<file path="src/rtl/pipe_stall_ctrl_if.sv">
// Control bundle between the pipeline stall scheduler and the rest of the core:
// hazard/MDU/dmem status in, pipeline register enables/flushes and status out.
interface pipe_stall_ctrl_if #(
    parameter int CNT_W = 32
);
    logic             ld_use_haz;
    logic             ex_redirect;
    logic             mdu_start;
    logic             mdu_done;
    logic             dmem_req;
    logic             dmem_ack;
    logic             pc_wr;
    logic             if_id_wr;
    logic             if_id_flush;
    logic             id_ex_wr;
    logic             id_ex_flush;
    logic             ex_mem_wr;
    logic             ex_mem_flush;
    logic             mem_wb_wr;
    logic [CNT_W-1:0] stall_cnt;
    logic             mem_timeout;

    // Pipeline side: supplies hazard/status, consumes the enables
    modport master (
        output ld_use_haz, ex_redirect, mdu_start, mdu_done, dmem_req, dmem_ack,
        input  pc_wr, if_id_wr, if_id_flush, id_ex_wr, id_ex_flush,
               ex_mem_wr, ex_mem_flush, mem_wb_wr, stall_cnt, mem_timeout
    );

    // Scheduler side
    modport slave (
        input  ld_use_haz, ex_redirect, mdu_start, mdu_done, dmem_req, dmem_ack,
        output pc_wr, if_id_wr, if_id_flush, id_ex_wr, id_ex_flush,
               ex_mem_wr, ex_mem_flush, mem_wb_wr, stall_cnt, mem_timeout
    );
endinterface

</file>
<file path="src/rtl/pipe_stall_ctrl.sv">
// Central stall/flush scheduler for the 5-stage pipeline. Combines a memory wait
// (full freeze), a multi-cycle MDU hold, EX redirects and load-use bubbles into
// per-register write-enables and flushes, with a stall counter and memory timeout.
module pipe_stall_ctrl #(
    parameter int CNT_W  = 32,
    parameter int TO_W   = 8,
    parameter int MEM_TO = 200
) (
    input  logic               clk,
    input  logic               rstn,
    pipe_stall_ctrl_if.slave   bus
);

    typedef enum logic {RUN, MDU} state_t;

    localparam logic [TO_W-1:0] TO_MAX = TO_W'(MEM_TO);

    state_t            state, nxt;
    logic              done_seen;
    logic              release_mdu;
    logic [TO_W-1:0]   to_cnt;
    logic [CNT_W-1:0]  stall_cnt;
    logic              mem_timeout;
    logic              mem_wait;

    logic pc_wr, if_id_wr, if_id_flush, id_ex_wr, id_ex_flush;
    logic ex_mem_wr, ex_mem_flush, mem_wb_wr;

    assign mem_wait = bus.dmem_req & ~bus.dmem_ack;

    // Next state and enables/flushes; memory wait overrides everything else
    always_comb begin
        nxt          = state;
        release_mdu  = 1'b0;
        pc_wr        = 1'b1;
        if_id_wr     = 1'b1;
        id_ex_wr     = 1'b1;
        ex_mem_wr    = 1'b1;
        mem_wb_wr    = 1'b1;
        if_id_flush  = 1'b0;
        id_ex_flush  = 1'b0;
        ex_mem_flush = 1'b0;
        if (mem_wait) begin
            pc_wr     = 1'b0;
            if_id_wr  = 1'b0;
            id_ex_wr  = 1'b0;
            ex_mem_wr = 1'b0;
            mem_wb_wr = 1'b0;
        end else begin
            case (state)
                RUN: begin
                    if (bus.mdu_start) begin
                        // Hold the MDU op in EX, bubble into MEM
                        nxt          = MDU;
                        pc_wr        = 1'b0;
                        if_id_wr     = 1'b0;
                        id_ex_wr     = 1'b0;
                        ex_mem_flush = 1'b1;
                        // Older MDU op still proceeds; the redirect squashes IF/ID
                        if (bus.ex_redirect) begin
                            pc_wr       = 1'b1;
                            if_id_wr    = 1'b1;
                            if_id_flush = 1'b1;
                        end
                    end else if (bus.ex_redirect) begin
                        if_id_flush = 1'b1;
                        id_ex_flush = 1'b1;
                    end else if (bus.ld_use_haz) begin
                        pc_wr       = 1'b0;
                        if_id_wr    = 1'b0;
                        id_ex_flush = 1'b1;
                    end
                end
                MDU: begin
                    if (bus.mdu_done | done_seen) begin
                        release_mdu = 1'b1;
                        nxt         = RUN;
                    end else begin
                        pc_wr        = 1'b0;
                        if_id_wr     = 1'b0;
                        id_ex_wr     = 1'b0;
                        ex_mem_flush = 1'b1;
                    end
                end
                default: nxt = RUN;
            endcase
        end
    end

    // State register plus the remembered MDU completion that landed during a memory wait
    always_ff @(posedge clk or negedge rstn) begin
        if (!rstn) begin
            state     <= RUN;
            done_seen <= 1'b0;
        end else begin
            state <= nxt;
            if (release_mdu)
                done_seen <= 1'b0;
            else if (state == MDU && mem_wait && bus.mdu_done)
                done_seen <= 1'b1;
        end
    end

    // Memory-wait length tracking and sticky timeout flag
    always_ff @(posedge clk or negedge rstn) begin
        if (!rstn) begin
            to_cnt      <= '0;
            mem_timeout <= 1'b0;
        end else if (mem_wait) begin
            if (to_cnt != TO_MAX) to_cnt <= to_cnt + 1'b1;
            if (to_cnt >= TO_MAX - 1'b1) mem_timeout <= 1'b1;
        end else begin
            to_cnt <= '0;
        end
    end

    // Saturating count of cycles the PC was held
    always_ff @(posedge clk or negedge rstn) begin
        if (!rstn)
            stall_cnt <= '0;
        else if (!pc_wr && stall_cnt != {CNT_W{1'b1}})
            stall_cnt <= stall_cnt + 1'b1;
    end

    // Everything reads as disabled while reset is held
    assign bus.pc_wr        = rstn & pc_wr;
    assign bus.if_id_wr     = rstn & if_id_wr;
    assign bus.if_id_flush  = rstn & if_id_flush;
    assign bus.id_ex_wr     = rstn & id_ex_wr;
    assign bus.id_ex_flush  = rstn & id_ex_flush;
    assign bus.ex_mem_wr    = rstn & ex_mem_wr;
    assign bus.ex_mem_flush = rstn & ex_mem_flush;
    assign bus.mem_wb_wr    = rstn & mem_wb_wr;
    assign bus.stall_cnt    = stall_cnt;
    assign bus.mem_timeout  = mem_timeout;

endmodule

</file>
<file path="src/flat_wrapper.sv">
// flat-port wrapper written by rule: the top's interface ports become plain ports
module pipe_stall_ctrl_flat 
#(
    parameter int CNT_W  = 32,
    parameter int TO_W   = 8,
    parameter int MEM_TO = 200
)
  (clk, rstn, bus_ld_use_haz, bus_ex_redirect, bus_mdu_start, bus_mdu_done, bus_dmem_req, bus_dmem_ack, bus_pc_wr, bus_if_id_wr, bus_if_id_flush, bus_id_ex_wr, bus_id_ex_flush, bus_ex_mem_wr, bus_ex_mem_flush, bus_mem_wb_wr, bus_stall_cnt, bus_mem_timeout);
  pipe_stall_ctrl_if #(.CNT_W(CNT_W)) bus_i ();
  input  logic clk;
  input  logic rstn;
  input wire logic [$bits(bus_i.ld_use_haz)-1:0] bus_ld_use_haz;
  input wire logic [$bits(bus_i.ex_redirect)-1:0] bus_ex_redirect;
  input wire logic [$bits(bus_i.mdu_start)-1:0] bus_mdu_start;
  input wire logic [$bits(bus_i.mdu_done)-1:0] bus_mdu_done;
  input wire logic [$bits(bus_i.dmem_req)-1:0] bus_dmem_req;
  input wire logic [$bits(bus_i.dmem_ack)-1:0] bus_dmem_ack;
  output wire logic [$bits(bus_i.pc_wr)-1:0] bus_pc_wr;
  output wire logic [$bits(bus_i.if_id_wr)-1:0] bus_if_id_wr;
  output wire logic [$bits(bus_i.if_id_flush)-1:0] bus_if_id_flush;
  output wire logic [$bits(bus_i.id_ex_wr)-1:0] bus_id_ex_wr;
  output wire logic [$bits(bus_i.id_ex_flush)-1:0] bus_id_ex_flush;
  output wire logic [$bits(bus_i.ex_mem_wr)-1:0] bus_ex_mem_wr;
  output wire logic [$bits(bus_i.ex_mem_flush)-1:0] bus_ex_mem_flush;
  output wire logic [$bits(bus_i.mem_wb_wr)-1:0] bus_mem_wb_wr;
  output wire logic [$bits(bus_i.stall_cnt)-1:0] bus_stall_cnt;
  output wire logic [$bits(bus_i.mem_timeout)-1:0] bus_mem_timeout;
  assign bus_i.ld_use_haz = bus_ld_use_haz;
  assign bus_i.ex_redirect = bus_ex_redirect;
  assign bus_i.mdu_start = bus_mdu_start;
  assign bus_i.mdu_done = bus_mdu_done;
  assign bus_i.dmem_req = bus_dmem_req;
  assign bus_i.dmem_ack = bus_dmem_ack;
  assign bus_pc_wr = bus_i.pc_wr;
  assign bus_if_id_wr = bus_i.if_id_wr;
  assign bus_if_id_flush = bus_i.if_id_flush;
  assign bus_id_ex_wr = bus_i.id_ex_wr;
  assign bus_id_ex_flush = bus_i.id_ex_flush;
  assign bus_ex_mem_wr = bus_i.ex_mem_wr;
  assign bus_ex_mem_flush = bus_i.ex_mem_flush;
  assign bus_mem_wb_wr = bus_i.mem_wb_wr;
  assign bus_stall_cnt = bus_i.stall_cnt;
  assign bus_mem_timeout = bus_i.mem_timeout;
  pipe_stall_ctrl #(.CNT_W(CNT_W), .TO_W(TO_W), .MEM_TO(MEM_TO)) u_core (.clk(clk), .rstn(rstn), .bus(bus_i));
endmodule
</file>
<file path="config.mk">
export PLATFORM = sky130hd
export DESIGN_NAME = pipe_stall_ctrl_flat
export DESIGN_NICKNAME = d
export VERILOG_FILES = /design/src/rtl/pipe_stall_ctrl_if.sv /design/src/rtl/pipe_stall_ctrl.sv /design/src/flat_wrapper.sv
export SDC_FILE = /design/constraint.sdc
export NUM_CORES = 1
export LEC_CHECK = 0
export BUFFER_PORTS_ARGS = -buffer_cell sky130_fd_sc_hd__buf_2
export CORE_MARGIN = 2
export CORE_UTILIZATION = 44
export CTS_CLUSTER_SIZE = 30
export DETAILED_ROUTE_END_ITERATION = 10
export GPL_ROUTABILITY_DRIVEN = 0
export MAX_ROUTING_LAYER = met4
export PLACE_DENSITY_LB_ADDON = 0.05
export SLEW_MARGIN = 20
export SYNTH_ARGS = -nofsm -noshare
export SYNTH_HDL_FRONTEND = slang
export SYNTH_SLANG_ARGS = --single-unit
</file>
<file path="constraint.sdc">
create_clock -name clk -period 4 [get_ports clk]
set_input_delay 0.2 -clock clk [delete_from_list [all_inputs] [get_ports clk]]
set_output_delay 0.2 -clock clk [all_outputs]
set_load 0.1 [all_outputs]
</file>
==> metrics.md <==
| Metric | Value |
|---|---|
| Fmax | `0.429 GHz` |
| Final net count | `around 270` |
| Sequential share of the synthesized area | `49.2%` |
| Via count | `1649` |
| Wirelength, routed | `4570 um` |
| Run status | `finished, violations left` |
| GRT Total Usage | `a little under a fifth` |
| Global-route wire length before repair | `between 7000 and 8000 um` |
| Largest net degree at the start of global routing | `45` |
| CP arrival | `between 2000 and 3000 ps` |
| Clock Latency Late Sink | `300 ps` |
| Hold_ws | `-12.1 ps` |
| Detailed-placement wirelength estimate | `roughly 3300 um` |
| Crit-path slowest cell | `a311oi_2` |
| Slowest stage delay, CP | `between 700 and 800 ps` |
| Critical Path Fanout Max | `12` |
| DIE WIDTH | `74.5 um` |
| Crit end category | `flip-flop` |
| H-tree level count | `2` |
| Final Hold Fails | `19` |
| EDFF count, synth | `0` |
| Clock skew | `10.3 ps` |
| Top cell type's share of synthesized area | `49.2%` |
| CP startpoint kind | `flip-flop` |
| Cell with the most instances after synthesis | `dfrtp_1` |
| Pwr/cell area | `549 nW/um^2` |
| Iteration-0 DRC Markers | `111` |
| Fin cells | `325` |
| Crit path max-delay family | `simple AND/OR/NAND/NOR gates` |
| Max-Cap Viols | `0` |
| Row Count | `25` |
| Post-synth top cells | `dfrtp_1, xnor2_1, nor2_1` |
| Initial antenna violation count | `0` |
| Largest area contributor in the netlist | `dfrtp_1` |
| Bufs and invs on worst path | `0` |
| Post-CTS Resized | `0` |
| Core area | `4750 um^2` |
| Gr ovfl total | `0` |
| FILL cells | `460` |
| Leak | `0.00130 uW` |
| Final period util | `58.3%` |
| Clock Tree Root | `clkbuf_8` |
| Max-slew headroom | `42.7%` |
| Top cells by area, synth | `dfrtp_1, xnor2_1, xor2_1` |
| Crit path from | `u_core.bus.stall_cnt[2]` |
| Clock transition at path regs | `~90 ps` |
| Final ANT Viol Nets | `0` |
| Post-CTS Hold Buffers | `0` |
| Req. time, crit path | `about 4200 ps` |
| Vias in the first global route | `1588` |
| Crit Path Category | `flip-flop to flip-flop` |
| VDD IR max | `0.719 mV` |
| Final setup fails | `0` |
| Final Util | `54.8%` |
| Syn Area/Cell | `roughly 11 um^2` |
| Avg WL per Cell | `14.1 um` |
| Share of layout cells above drive strength 1 | `26.0%` |
| Top_reg_cell synth | `dfrtp_1` |
| Ys async rst share | `100%` |
| Worst slew pin tran | `859 ps` |
| Post-Syn Nets | `219` |
| Total iterations of the first detailed-routing run | `4` |
| Total design power | `~1400 uW` |
| Placed cells | `317` |
| Area Overhead vs Synth | `19.2%` |
| TritonCTS buffer count | `5` |
| Chip Height | `between 70 and 80 um` |
| Post-CTS setup buffers | `0` |
| Routed vias/inst | `5.07` |
| Ports | `49` |
| Post-Route Setup TNS | `0 ps` |
| Fin crit period | `2330 ps` |
| Synthesized cell area | `2190 um^2` |
| RSZ-0062 raised after global routing | `no` |
| IO buf count | `48` |
| N_diodes | `0` |
| DRC | `0` |
| CTS tree | `done` |
| Synthesized instance count | `208` |
| Worst r2r src | `u_core.bus.stall_cnt[2]` |
| Starting Density | `46.0%` |
| Die area | `5550 um^2` |
| Count of pins over their slew limit | `0` |
| CTS Buffer Depth | `2` |
| Failing checks | `negative hold slack` |
| Yosys reg bits | `43` |
| Hold WC Path Type | `input port to asynchronous set/reset pin` |
| Unique masters post-synth | `38` |
| Synth warn | `0` |
| Clock Sinks | `43` |
| Critical path, cell by cell | `and4_1 -> or3b_1 -> a311oi_2 -> nand4_1 -> xnor2_1` |
-- state kept, by name (all words and copies together), names as in the netlist --
signal                  count
u_core.bus.stall_cnt       32
u_core.to_cnt               8
u_core.bus.mem_timeout      1
u_core.done_seen            1
u_core.state                1
-- worst reg2reg max path, cell delays in order, from the launching register on --
cell and delay, ps:
dfrtp_1 430, and4_1 270, or3b_1 380, a311oi_2 760, nand4_1 200, xnor2_1 170
-- cell usage in the layout, fill, tap and decap left out, types with 2 or more instances in the layout --
master / Yosys / routed
buf_2: 0 / 48
dfrtp_1: 43 / 43
xnor2_1: 23 / 23
nor2_1: 19 / 19
nand2_1: 17 / 17
nand3_1: 15 / 15
xor2_1: 15 / 15
nand4_1: 11 / 11
nor3_1: 8 / 8
and3_1: 6 / 6
inv_1: 5 / 5
clkbuf_8: 0 / 5
nor3b_1: 4 / 4
a21oi_1: 3 / 3
and3_2: 3 / 3
ha_1: 3 / 3
or3b_1: 2 / 2
and2_1: 2 / 2
nand2b_1: 2 / 2
nor4_1: 2 / 2
o21ai_0: 2 / 2
bufinv_16: 0 / 2
-- worst paths after layout --
kind | end | slack (ps) | depth (start not counted)
worst min register to register | u_core.bus.mem_timeout | 470 | 1
worst min-delay path | u_core.bus.stall_cnt[14] | -10 | 2
min in group clk | u_core.done_seen | 220 | 3
max in group asynchronous | u_core.bus.stall_cnt[8] | 3620 | 2
worst max-delay path | u_core.bus.stall_cnt[29] | 1670 | 5
worst max register to register | u_core.bus.stall_cnt[29] | 1670 | 5
-- area by class of cell --
type                    instances  area [um^2]  share of cell area [%]
clock buffers                   6         72.6                    2.78
clock inverters                 2         60.1                    2.30
inverters                       5         18.8                   0.720
multi-input cells             153         1050                    40.2
flip-flops and latches         43         1080                    41.3
well taps                      67         83.8                    3.22
repair buffers                 49          248                    9.51
-- metrics by stage --
step | area [um^2] | setup WS (ps)
floorplan | 2190 | 150
global placement | 2470 | 1710
detailed placement | 2470 | 1690
CTS | 2610 | 1650
global route | 2610 | 1480
finish | 2610 | 1670
-- logic make-up (layout without fill, tap and decap cells) --
kind of cell               after synthesis  after routing  synth area share, %
AOI/OAI and AO/OA                       13             13                 5.26
xor gates and xnor gates                38             38                 15.2
adders and majority gates                3              3                 1.72
buffers and inverters                   12             62                 2.92
DFF                                     43             43                 49.2
muxes                                    2              2                0.973
and+or+nand+nor                         97             97                 24.7
-- metal layers --
layer	track usage, %	vias up	wire (um)
met1	25.0	795	2190
met2	28.3	28	2170
li1	-	822	-
met3	2.98	4	162
met5	-	-	0
met4	7.14	0	49
-- power breakdown --
| group | internal [uW] | switching, uW |
|---|---|---|
| sequential | 478 | 65.5 |
| clock | 250 | 147 |
| combinational | 89.3 | 400 |
Note: power is estimated with default switching activity, not from simulation.
